`src/rtl/bitswap_pkg.sv`:
```
// bitswap_pkg: shared types and constants for the bit-permuting round-robin scheduler.
// Rev 1.0
`default_nettype none

package bitswap_pkg;

    typedef enum logic [1:0] {
        PASS = 2'd0,
        SWAP = 2'd1,
        REV  = 2'd2,
        ROTL = 2'd3
    } mode_e;

    typedef enum logic [0:0] {
        IDLE = 1'b0,
        HOLD = 1'b1
    } state_e;

    localparam int XFER_CNT_W = 16;

endpackage

`default_nettype wire

```
`src/rtl/bitswap_rr_arb.sv`:
```
// bitswap_rr_arb: combinational round-robin arbiter, searching upward from ptr_i modulo N.
// Rev 1.0
`default_nettype none

module bitswap_rr_arb #(
    parameter int N  = 4,
    parameter int IW = $clog2(N)
) (
    input  logic [N-1:0]  req_i,
    input  logic [IW-1:0] ptr_i,
    output logic [N-1:0]  gnt_o,
    output logic [IW-1:0] idx_o
);

    localparam int CW = IW + 1;

    logic          found;
    logic [CW-1:0] cand;

    always_comb begin
        gnt_o = '0;
        idx_o = '0;
        found = 1'b0;
        cand  = '0;
        for (int k = 0; k < N; k++) begin
            // Wrap explicitly so non-power-of-two N never indexes past the last requester.
            cand = {1'b0, ptr_i} + CW'(k);
            if (cand >= CW'(N)) begin
                cand = cand - CW'(N);
            end
            if (!found && req_i[cand[IW-1:0]]) begin
                found                   = 1'b1;
                gnt_o[cand[IW-1:0]]     = 1'b1;
                idx_o                   = cand[IW-1:0];
            end
        end
    end

endmodule

`default_nettype wire

```
`src/rtl/bitswap_sched.sv`:
```
// bitswap_sched: round-robin scheduler that permutes the granted word and holds it
// in a single output slot with full-throughput handshake.  Rev 1.0
`default_nettype none

module bitswap_sched
    import bitswap_pkg::*;
#(
    parameter int NREQ  = 4,
    parameter int WIDTH = 32
) (
    input  logic                      clk,
    input  logic                      rst_n,
    input  logic                      en,
    input  logic [NREQ-1:0]           req_valid,
    output logic [NREQ-1:0]           req_ready,
    input  logic [NREQ*WIDTH-1:0]     req_data,
    input  logic [NREQ*2-1:0]         req_mode,
    output logic                      out_valid,
    input  logic                      out_ready,
    output logic [WIDTH-1:0]          out_data,
    output logic [$clog2(NREQ)-1:0]   out_id,
    output logic [XFER_CNT_W-1:0]     xfer_cnt
);

    localparam int IW = $clog2(NREQ);

    function automatic logic [WIDTH-1:0] perm(input logic [WIDTH-1:0] d, input mode_e m);
        logic [WIDTH-1:0] r;
        r = d;
        case (m)
            PASS: r = d;
            SWAP: begin
                for (int k = 0; k < WIDTH / 2; k++) begin
                    r[2*k]   = d[2*k+1];
                    r[2*k+1] = d[2*k];
                end
            end
            REV: begin
                for (int j = 0; j < WIDTH; j++) begin
                    r[j] = d[WIDTH-1-j];
                end
            end
            ROTL: r = {d[WIDTH-2:0], d[WIDTH-1]};
            default: r = d;
        endcase
        return r;
    endfunction

    state_e                  state_q, state_d;
    logic [WIDTH-1:0]        data_q, data_d;
    logic [IW-1:0]           id_q, id_d;
    logic [IW-1:0]           ptr_q, ptr_d;
    logic [XFER_CNT_W-1:0]   cnt_q, cnt_d;

    logic [NREQ-1:0]         w_gnt;
    logic [IW-1:0]           w_idx;
    logic                    w_free;
    logic                    w_grant;
    logic                    w_xfer;
    logic [WIDTH-1:0]        w_sel_data;
    mode_e                   w_sel_mode;

    bitswap_rr_arb #(
        .N  (NREQ),
        .IW (IW)
    ) u_arb (
        .req_i (req_valid),
        .ptr_i (ptr_q),
        .gnt_o (w_gnt),
        .idx_o (w_idx)
    );

    assign w_xfer     = (state_q == HOLD) && out_ready;
    assign w_free     = (state_q == IDLE) || out_ready;
    assign w_grant    = en && w_free && (|req_valid);
    assign w_sel_data = req_data[int'(w_idx)*WIDTH +: WIDTH];
    assign w_sel_mode = mode_e'(req_mode[int'(w_idx)*2 +: 2]);

    // Gated by rst_n so no requester sees an accept while reset is held.
    assign req_ready  = (w_grant && rst_n) ? w_gnt : '0;

    always_comb begin
        state_d = state_q;
        data_d  = data_q;
        id_d    = id_q;
        ptr_d   = ptr_q;
        cnt_d   = cnt_q;
        if (w_xfer) begin
            cnt_d = cnt_q + 1'b1;
        end
        if (w_grant) begin
            state_d = HOLD;
            data_d  = perm(w_sel_data, w_sel_mode);
            id_d    = w_idx;
            ptr_d   = (w_idx == IW'(NREQ - 1)) ? '0 : w_idx + 1'b1;
        end else if (w_xfer) begin
            state_d = IDLE;
        end
    end

    always_ff @(posedge clk or negedge rst_n) begin
        if (!rst_n) begin
            state_q <= IDLE;
            data_q  <= '0;
            id_q    <= '0;
            ptr_q   <= '0;
            cnt_q   <= '0;
        end else begin
            state_q <= state_d;
            data_q  <= data_d;
            id_q    <= id_d;
            ptr_q   <= ptr_d;
            cnt_q   <= cnt_d;
        end
    end

    assign out_valid = (state_q == HOLD);
    assign out_data  = data_q;
    assign out_id    = id_q;
    assign xfer_cnt  = cnt_q;

endmodule

`default_nettype wire

```
`config.mk`:
```
export PLATFORM = sky130hd
export DESIGN_NAME = bitswap_sched
export DESIGN_NICKNAME = d
export VERILOG_FILES = /design/src/rtl/bitswap_pkg.sv /design/src/rtl/bitswap_rr_arb.sv /design/src/rtl/bitswap_sched.sv
export SDC_FILE = /design/constraint.sdc
export NUM_CORES = 1
export LEC_CHECK = 0
export ABC_AREA = 1
export BUFFER_PORTS_ARGS = -buffer_cell sky130_fd_sc_hd__buf_2
export CAP_MARGIN = 15
export CORE_ASPECT_RATIO = 0.5
export CORE_MARGIN = 3
export CORE_UTILIZATION = 50
export CTS_CLUSTER_DIAMETER = 50
export CTS_CLUSTER_SIZE = 30
export DETAILED_ROUTE_END_ITERATION = 16
export PLACE_DENSITY_LB_ADDON = 0.12
export REMOVE_ABC_BUFFERS = 1
export SLEW_MARGIN = 20
export SYNTH_ARGS = -nofsm -noshare
export SYNTH_HDL_FRONTEND = slang
export SYNTH_HIERARCHICAL = 1
export SYNTH_SLANG_ARGS = --single-unit
```
`constraint.sdc`:
```
create_clock -name clk -period 7.9 [get_ports clk]
set_input_delay 1.58 -clock clk [delete_from_list [all_inputs] [get_ports clk]]
set_output_delay 1.58 -clock clk [all_outputs]
set_load 0.005 [all_outputs]
```
==> impl_results.md <==
* Slew margin rel. at 0.2901
* Die Footprint at 0.01105 sq mm
* Area fraction in compound gates after synthesis at 0.07337
* Relative area change from synthesis to final layout at 22.68%
* Average cell area after synthesis at 5.806 sq um
* Hold Fails Final Rpt at 0
* Portion of synthesized cell area occupied by the leading cell type at 0.2894
* Synth Area in Adders at 0.01796
* Setup repair after global routing missed its margin: no
* Via count at 5,730
* Clock Sink Count at 53
* Post-route minimum period at 4814 ps
* I/O pins at 199
* Number of port buffers at 198
* Hold buffer count at CTS at 0
* Maximum single-stage delay on the critical path at 740 ps
* Critical-path top delay cell: sky130_fd_sc_hd__nand3_1
* Area of the mapped netlist at 0.004877 sq mm
* Period utilisation layout at 0.6093
* Initial DRC Count at 342
* Initial antenna violation count at 0
* Clock root buffer: sky130_fd_sc_hd__clkbuf_16
* Post-CTS setup buffers at 0
* Final Slew Violations at 0
* Type of element capturing the critical path: output pin
* Cells after Synth at 840
* Synth area leaders: sky130_fd_sc_hd__nand2_1 29%, sky130_fd_sc_hd__dfrtp_1 27%, sky130_fd_sc_hd__nand3_1 11%, sky130_fd_sc_hd__nor2_1 6.2%, sky130_fd_sc_hd__inv_1 4.2%
* Path category of the worst min-delay check: reg2reg
* Library cell occupying the most area in the post-synthesis netlist: sky130_fd_sc_hd__nand2_1
* Pre-Repair DR Iteration Count at 5
* Max clock buf depth at 2
* Result of the run: complete, no violations
* Number of flops mapped to enable cells by yosys at 0
* Max Fanout on Critical Path at 21
* CP Data Required Time at 6320 ps
* Count of H-tree levels built during CTS at 2
* FMAX at 207.7 MHz
* Maximum number of pins on one net before global-route repair at 73
* X dimension of the die at 145.7 um
* Share of synthesized flip-flops with an asynchronous set or reset at 1.000
* Final instance area at 0.005983 sq mm
* CTS resizes at 0
* Routed length per instance at 12.33 um
* Commonest cells after routing, fill and taps aside: 376 x sky130_fd_sc_hd__nand2_1, 198 x sky130_fd_sc_hd__buf_2, 101 x sky130_fd_sc_hd__nand3_1, 80 x sky130_fd_sc_hd__nor2_1, 55 x sky130_fd_sc_hd__inv_1
* Wire length reported by the detailed router at 14,010 um
* Least-Margin Pin Slew at 1062 ps
* DIE HEIGHT at 75.84 um
* Post-placement cell area at 0.005812 sq mm
* Post-route setup TNS at 0 ps
* Synthesized-area fraction occupied by xor and xnor cells at 0.02335
* Main combinational cell family by area after synthesis: simple AND/OR/NAND/NOR gates
* Global router's overall resource usage at 0.2464
* Half-perimeter wire length of the detailed placement result at 10,380 um
* Clock latency on the worst-skew pair at 290 ps
* Initial core utilization at 0.5360
* Inserted Clock Buffers at 5
* Critical path type: in2out
* Total core area at 0.009099 sq mm
* Proportion of synthesized area in mux cells at 0.002309
* Inserted Diodes at 0
* RD Place Congestion at 0.8639
* Total Nets Final at 1,156
* Area share of and/or/nand/nor cells after synthesis at 0.5105
* Launching element type of the critical path: input pin
* Ordered cell list for the critical path: buf_2 > nor2_1 > nand2_1 > nand3_1 > clkinv_1 > nand2_1 > nor2_1 > buf_2
* Antenna viol nets, final at 0
* Via-to-Cell Ratio at 5.044
* Clock tree skew after final layout at 4.377 ps
* Most common library cell in the layout ignoring fill and taps: sky130_fd_sc_hd__nand2_1
* Number of failing setup endpoints in the final timing report at 0
* Clock slew seen by the registers of the worst setup and hold paths at 70 ps
* Number of distinct library cells after synthesis at 33
* Filler cell count at 919
* Most used DFF post-synth: sky130_fd_sc_hd__dfrtp_1
* Clock tree from TritonCTS: built
* Max Cap Violations at 0
* Flip-flop and latch count after synthesis at 53
* Sequential fraction of the synthesis area at 0.2719
* Wire length of the first global-routing pass at 22,780 um
* Total gr overflow at 0
* Arr. time, crit path at 3230 ps
* Count of synthesis-stage warnings from yosys at 6
* Std-Cell Rows at 24
* DRC errors left at 0
* Layout cells sized above 1 at 0.2396
* Via count of the first global-routing pass at 5,037
[worst max-delay path: cells and delay by family]
family                 cells  cell delay [ps]
AND/OR/NAND/NOR            5             1180
buffers and inverters      3              470
[through the flow]
| stage | std cells | setup slack, ps | hold WS, ps | util |
|---|---|---|---|---|
| 6_report | 1136 | 3086 | 478.8 | 0.6576 |
| 5_1_grt | 1136 | 2849 | 507.9 | 0.6576 |
| 4_1_cts | 1136 | 3128 | 483.8 | 0.6576 |
| 3_5_place_dp | 1128 | 2994 | 464.3 | 0.6388 |
| 3_3_place_gp | 1128 | 3085 | 459.3 | 0.6388 |
| 2_1_floorplan | 796 | 2339 | 472.4 | - |
[layout make-up]
cell class | count | area, sq um | area share
clock inverters | 3 | 46.29 | 0.007737
well taps | 130 | 162.7 | 0.02719
inverters | 61 | 231.5 | 0.03869
clock buffers | 5 | 125.1 | 0.02091
flip-flops and latches | 53 | 1326 | 0.2217
repair buffers | 202 | 1021 | 0.1706
multi-input cells | 682 | 3070 | 0.5132
[per-layer routing]
layer / wire length, um / share of wire / global-route usage
met1: 6181 / 0.44 / 0.3214
met2: 6642 / 0.47 / 0.4432
met3: 1076 / 0.077 / 0.04575
met4: 108 / 0.0077 / 0.04416
met5: 0 / 0 / 0
[flip-flops by register name, summed over array words and instances (netlist names)]
register / count
xfer_cnt: 16
ptr_q: 2
out_valid: 1
out_id: 2
out_data: 32
[path summary, 6_finish.rpt]
path	startpoint	end	slack, ps	cells past startpoint
min	out_data[10]	out_data[10]	480	2
max reg2reg	ptr_q[0]	out_data[3]	3520	15
min in group asynchronous	rst_n	xfer_cnt[15]	1400	2
min reg2reg	out_data[10]	out_data[10]	480	2
max	req_valid[3]	req_ready[1]	3090	8
max in group asynchronous	rst_n	out_data[7]	6030	2
[synth_stat cells (7+ instances only)]
| library cell | count |
|---|---|
| sky130_fd_sc_hd__a21oi_1 | 8 |
| sky130_fd_sc_hd__buf_2 | 27 |
| sky130_fd_sc_hd__clkbuf_1 | 7 |
| sky130_fd_sc_hd__dfrtp_1 | 53 |
| sky130_fd_sc_hd__ha_1 | 7 |
| sky130_fd_sc_hd__inv_1 | 55 |
| sky130_fd_sc_hd__nand2_1 | 376 |
| sky130_fd_sc_hd__nand2_2 | 11 |
| sky130_fd_sc_hd__nand3_1 | 103 |
| sky130_fd_sc_hd__nand4_1 | 7 |
| sky130_fd_sc_hd__nor2_1 | 80 |
| sky130_fd_sc_hd__o21ai_0 | 21 |
| sky130_fd_sc_hd__o21ai_1 | 32 |
| sky130_fd_sc_hd__xor2_1 | 7 |
[kinds of logic after synthesis]
kind of cell    Yosys count
compound gates           68
mux                       1
xor+xnor                 13
simple gates            593
buf+inv                 105
flops                    53
fa+ha+maj                 7
Power is not shown: default switching activity piles up to over one toggle a cycle in this logic, so the estimate is an artifact.
